`src/rtl/counter_sequencer_if.sv`:
```
// Front-panel bundle for the stopwatch sequencer.
//   KEY[3:0]  pushbuttons, active-low (KEY[0] doubles as the reset)
//   SW[9:0]   target value / direction switches
//   LEDR[9:0] displayed count, running and done indicators
// master: the board / testbench side that drives keys and switches.
// slave : the sequencer, which reads keys and switches and drives LEDR.
interface counter_sequencer_if;
  logic [3:0] KEY;
  logic [9:0] SW;
  logic [9:0] LEDR;

  modport master (output KEY, output SW, input LEDR);
  modport slave  (input KEY, input SW, output LEDR);
endinterface

```
`src/rtl/counter_sequencer.sv`:
```
// Run-control sequencer for an 8-bit stopwatch/timer event counter.
// Pushbutton presses are synchronized and edge-detected into one-cycle
// pulses that start/pause, lap-freeze and clear the counter; a prescaler
// produces the counting tick. The count counts up toward a target
// (0 = free-running) or down to zero, as selected at start.
//
// Ports:
//   CLOCK_50  system clock, all state changes on its rising edge
//   bus.KEY   [0] synchronous active-low reset, [1] start/stop,
//             [2] lap, [3] clear (buttons active-low)
//   bus.SW    [7:0] target, [9] direction (1 = down), [8] unused
//   bus.LEDR  [7:0] live or lap-frozen count, [8] running, [9] done
//
// state | meaning
// IDLE  | count follows the switches, waiting for start
// RUN   | prescaler advancing, count updated on each tick
// PAUSE | count and prescaler frozen, start resumes
// DONE  | terminal value reached, only clear or reset leave
module counter_sequencer #(
  parameter int PRESCALE = 50000000,
  parameter int PW       = 26
) (
  input logic            CLOCK_50,
  counter_sequencer_if.slave bus
);

  typedef enum logic [1:0] {IDLE, RUN, PAUSE, DONE} state_t;

  localparam logic [PW-1:0] PRESC_LAST = PW'(PRESCALE - 1);

  state_t state_q, state_d;

  logic          resetn;
  logic [2:0]    key_s1, key_s2, key_prev;
  logic          start_p, lap_p, clear_p;
  logic [7:0]    count_q, count_d;
  logic [7:0]    target_q, target_d;
  logic [7:0]    lap_reg_q, lap_reg_d;
  logic          dir_q, dir_d;
  logic          lap_hold_q, lap_hold_d;
  logic [PW-1:0] presc_q, presc_d;
  logic [9:0]    ledr_q;
  logic          tick;
  logic [7:0]    count_step;
  logic          reached;
  logic          unused_sw8;

  assign resetn     = bus.KEY[0];
  assign unused_sw8 = bus.SW[8];
  assign bus.LEDR   = ledr_q;

  // Falling edge of the synchronized (active-low) button level.
  assign {clear_p, lap_p, start_p} = key_prev & ~key_s2;

  assign tick       = (state_q == RUN) && (presc_q == PRESC_LAST);
  assign count_step = dir_q ? (count_q - 8'd1) : (count_q + 8'd1);
  // Up-count with a zero target never terminates.
  assign reached    = dir_q ? (count_step == 8'd0)
                            : ((target_q != 8'd0) && (count_step == target_q));

  always_ff @(posedge CLOCK_50) begin
    if (!resetn) begin
      state_q    <= IDLE;
      count_q    <= '0;
      target_q   <= '0;
      dir_q      <= 1'b0;
      presc_q    <= '0;
      lap_hold_q <= 1'b0;
      lap_reg_q  <= '0;
      key_s1     <= 3'b111;
      key_s2     <= 3'b111;
      key_prev   <= 3'b111;
      ledr_q     <= '0;
    end else begin
      state_q    <= state_d;
      count_q    <= count_d;
      target_q   <= target_d;
      dir_q      <= dir_d;
      presc_q    <= presc_d;
      lap_hold_q <= lap_hold_d;
      lap_reg_q  <= lap_reg_d;
      key_s1     <= bus.KEY[3:1];
      key_s2     <= key_s1;
      key_prev   <= key_s2;
      ledr_q     <= {state_q == DONE, state_q == RUN,
                     lap_hold_q ? lap_reg_q : count_q};
    end
  end

  always_comb begin
    state_d    = state_q;
    count_d    = count_q;
    target_d   = target_q;
    dir_d      = dir_q;
    presc_d    = presc_q;
    lap_hold_d = lap_hold_q;
    lap_reg_d  = lap_reg_q;

    if (clear_p) begin
      state_d    = IDLE;
      presc_d    = '0;
      lap_hold_d = 1'b0;
    end else begin
      // Lap toggles the freeze; the capture sees the pre-tick count.
      if ((state_q == RUN || state_q == PAUSE) && lap_p) begin
        if (lap_hold_q) begin
          lap_hold_d = 1'b0;
        end else begin
          lap_hold_d = 1'b1;
          lap_reg_d  = count_q;
        end
      end

      unique case (state_q)
        IDLE: begin
          presc_d = '0;
          count_d = bus.SW[9] ? bus.SW[7:0] : 8'd0;
          if (start_p) begin
            target_d = bus.SW[7:0];
            dir_d    = bus.SW[9];
            if (bus.SW[9] && (bus.SW[7:0] == 8'd0)) begin
              state_d    = DONE;
              lap_hold_d = 1'b0;
            end else begin
              state_d = RUN;
            end
          end
        end
        RUN: begin
          presc_d = tick ? '0 : presc_q + PW'(1);
          if (start_p) state_d = PAUSE;
          // A terminal tick wins over a same-cycle pause request.
          if (tick) begin
            count_d = count_step;
            if (reached) begin
              state_d    = DONE;
              lap_hold_d = 1'b0;
            end
          end
        end
        PAUSE: begin
          if (start_p) state_d = RUN;
        end
        DONE: begin
          presc_d = '0;
        end
        default: state_d = IDLE;
      endcase
    end
  end

endmodule

```
`src/flat_wrapper.sv`:
```
// flat-port wrapper written by rule: the top's interface ports become plain ports
module counter_sequencer_flat 
#(
  parameter int PRESCALE = 50000000,
  parameter int PW       = 26
)
  (CLOCK_50, bus_KEY, bus_SW, bus_LEDR);
  counter_sequencer_if bus_i ();
  input logic CLOCK_50;
  input wire logic [$bits(bus_i.KEY)-1:0] bus_KEY;
  input wire logic [$bits(bus_i.SW)-1:0] bus_SW;
  output wire logic [$bits(bus_i.LEDR)-1:0] bus_LEDR;
  assign bus_i.KEY = bus_KEY;
  assign bus_i.SW = bus_SW;
  assign bus_LEDR = bus_i.LEDR;
  counter_sequencer #(.PRESCALE(PRESCALE), .PW(PW)) u_core (.CLOCK_50(CLOCK_50), .bus(bus_i));
endmodule
```
`config.mk`:
```
export PLATFORM = sky130hd
export DESIGN_NAME = counter_sequencer_flat
export DESIGN_NICKNAME = d
export VERILOG_FILES = /design/src/rtl/counter_sequencer_if.sv /design/src/rtl/counter_sequencer.sv /design/src/flat_wrapper.sv
export SDC_FILE = /design/constraint.sdc
export NUM_CORES = 1
export LEC_CHECK = 0
export BUFFER_PORTS_ARGS = -buffer_cell sky130_fd_sc_hd__buf_2
export CELL_PAD_IN_SITES_DETAIL_PLACEMENT = 1
export CELL_PAD_IN_SITES_GLOBAL_PLACEMENT = 1
export CORE_AREA = 5 5 93 95
export CTS_BUF_LIST = sky130_fd_sc_hd__clkbuf_4 sky130_fd_sc_hd__clkbuf_8
export CTS_CLUSTER_SIZE = 24
export DETAILED_ROUTE_END_ITERATION = 10
export DIE_AREA = 0 0 98 100
export PLACE_DENSITY_LB_ADDON = 0.1
export SLEW_MARGIN = 40
export SYNTH_ARGS = -nofsm -noshare
export SYNTH_HDL_FRONTEND = slang
export SYNTH_SLANG_ARGS = --single-unit
```
`constraint.sdc`:
```
create_clock -name CLOCK_50 -period 7.6 [get_ports CLOCK_50]
set_clock_uncertainty 0.1 [all_clocks]
set_input_delay 1.14 -clock CLOCK_50 [delete_from_list [all_inputs] [get_ports CLOCK_50]]
set_output_delay 1.14 -clock CLOCK_50 [all_outputs]
set_load 0.01 [all_outputs]
```
==> results.ini <==
[power]
ir_drop_mv = 0.103
power_density_nw_per_um2 = 193
power_frac_comb_pct = 9.6
p_total_mw = 0.826
p_seq_share_pct = 48.6
intPower_mw = 0.613
pwr-share-clk_pct = 41.7
p_switching_mw = 0.212
power_leakage_nw = 1.48
sw_frac_of_total_pct = 25.7

[yosys]
ys_seq_area_share_pct = 37.6
synthFlopType = dfxtp_1
synth_fp_nets = 456
syn_inst = 427
yosysWarnings = 0
synthArstFlopShare_pct = 0
yosys_register_bits = 73
synth_cell_types = 64
syn_area_sq_um = 3880
syn_avg_cell_area_sq_um = 9.10
synth_edf_count = 0

[detailed_routing]
drt_iter0_markers = 100
num_vias = 3132
wl_per_cell_microns = 17.1
viasPerCell = 5.69
drc_errors = 0
postRouteAntennaNets = 0
routed_wl_microns = 9430
drt_pass1_iterations = 4

[clocking]
h-tree-depth = 3
postCtsHoldBufs = 0
cts_setup_buffers = 0
postCtsResizedCells = 0
cts_tree = built
clk_latency_ps = 350
cts_root_buf = clkbuf_8
cts_made_buffers = 9
ctsLongestPathBuffers = 2
path_clk_slew_ps = 80
cts.sinks = 73

[finish]
finalNetCount = 472
final_cell_mix = 73 x dfxtp_1, 35 x nor2b_1, 34 x nor2_1
antenna_cells = 0
layout_commonest_cell = dfxtp_1
area_growth_pct = 10.2
drive_above_1_share_pct = 11.6

[critical_path]
critPathMaxFanout = 11
crit_arrival_ps = 3060
cp-start-kind = flop
critical_path_class = flop to flop
endpoint_kind = flop
critical_path_required_ps = 7740

[timing]
fin_setup_tns_ps = 0
setup_viol = 0
fmax_mhz = 343
holdWs_ps = 312
tightest_slew_ps = 706
grt_setup_unrepaired = no
period_share_pct = 38.4
slew_headroom_pct = 52.9
maxSlewViolCount = 0
layout_setup_ws_ps = 4680
finalHoldViolations = 0
post-route-min-period_ps = 2920

[floorplanning]
initial_core_util_pct = 50.8
die_area_sq_um = 9800
dieHeight_microns = 100
die_width_microns = 98
core_sq_um = 7650
rows = 32
pin_count = 25

[placement]
dp_hpwl_microns = 6810
portBuffers = 23
place_congestion = 0.839
dp_slack_ps = 4570

[worst_hold_path]
hp-class = flop to flop

[global_route]
grt_max_degree = 47
antenna_found_initial = 0
track_usage_pct = 20.0
first_global_vias = 3325
grt_overflow = 0
grt_first_pass_wirelength_microns = 15900

[run]
cap_violations = 0

[outcome]
status = completed

## metrics by stage
step	cell area (sq um)	util, %	cells
3_5_place_dp	4050	53.0	534
3_3_place_gp	4040	52.9	534
4_1_cts	4270	55.9	550
2_1_floorplan	3880	-	427
6_report	4280	56.0	550
5_1_grt	4280	56.0	550
## cell type report
class	instances	area [sq um]
fill	915	3370
inverter	13	48.8
tap	102	128
sequential	73	1460
clock inverter	7	100
multi-input combinational	323	2300
timing repair buffer	23	115
clock buffer	9	124
## Yosys cell counts (all sizes together), types with 2 or more instances
master / instances / area share, %
dfxtp: 73 / 38
nor2b: 35 / 5.6
nor2: 34 / 3.3
mux2i: 29 / 7.5
nand2: 24 / 2.3
xnor2: 18 / 4.1
nand3: 17 / 2.2
a21oi: 16 / 2.2
nand2b: 14 / 2.3
clkbuf: 13 / 1.3
ha: 13 / 4.2
o21ai: 13 / 1.9
inv: 12 / 1.2
xor2: 11 / 2.5
nand4: 10 / 1.6
nor3: 10 / 1.4
nor4: 9 / 1.8
and2: 6 / 1.0
and3: 6 / 0.97
a21boi: 5 / 1.2
buf: 5 / 0.93
a21o: 4 / 0.77
a31oi: 4 / 0.64
and4: 4 / 0.90
a211oi: 3 / 0.58
nand4b: 3 / 0.68
or3: 3 / 0.48
or4: 3 / 0.68
a2111oi: 2 / 0.93
a221oi: 2 / 0.45
o211a: 2 / 0.52
o211ai: 2 / 0.52
o22ai: 2 / 0.32
o31ai: 2 / 0.39
or4b: 2 / 0.61
xnor3: 2 / 1.2
## layer usage
layer	track usage [%]	up-vias	routed length (microns)
met4	8.31	0	239
met3	3.34	21	270
li1	-	1545	-
met2	37.0	47	4830
met1	22.7	1519	4090
met5	0	-	0
## worst max-delay path, cell delays in order (launching register included)
cell and delay (ps):
dfxtp_1 680, ha_1 420, xnor2_1 410, xnor2_1 110, a2111o_1 300, nor4_1 300, nand4b_1 260, o21a_1 240
## cell families (layout without fill, tap and decap cells)
kind of cell / Yosys count / count (layout) / share of synthesized area, %
AOI/OAI and AO/OA: 66 / 66 / 12.6
buffers and inverters: 31 / 52 / 3.45
DFF: 73 / 73 / 37.6
and+or+nand+nor: 183 / 183 / 26.5
xor gates and xnor gates: 31 / 31 / 7.70
adders and majority gates: 14 / 14 / 4.70
muxes: 29 / 29 / 7.47
## registers in the layout, summed over array words and instances, names as in the netlist
name               flops
u_core.bus.LEDR       10
u_core.lap_hold_q      1
u_core.key_s2          3
u_core.state_q         2
u_core.lap_reg_q       8
u_core.key_prev        3
u_core.target_q        8
u_core.count_q         8
u_core.dir_q           1
u_core.presc_q        26
u_core.key_s1          3
## power groups by stage
stage	Sequential [mW]	Combinational, mW	Clock, mW
final	0.402	0.0795	0.345
after CTS	0.402	0.0796	0.352
after detailed placement	0.411	0.0789	0
after global placement	0.410	0.0757	0
after global routing	0.403	0.0878	0.370
after floorplan	0.407	0.0603	0
## final timing paths
path / depth (start not counted) / slack (ps) / from / to
worst max-delay path: 7 / 4680 / u_core.dir_q$_SDFFE_PN0P_ / u_core.lap_hold_q$_SDFF_PP0_
worst max register to register: 7 / 4680 / u_core.dir_q$_SDFFE_PN0P_ / u_core.lap_hold_q$_SDFF_PP0_
worst min-delay path: 1 / 310 / u_core.key_s1[2]$_SDFF_PN1_ / u_core.key_s2[2]$_SDFF_PN1_
worst min register to register: 1 / 310 / u_core.key_s1[2]$_SDFF_PN1_ / u_core.key_s2[2]$_SDFF_PN1_
No activity file was read; power rests on OpenSTA's default activity.
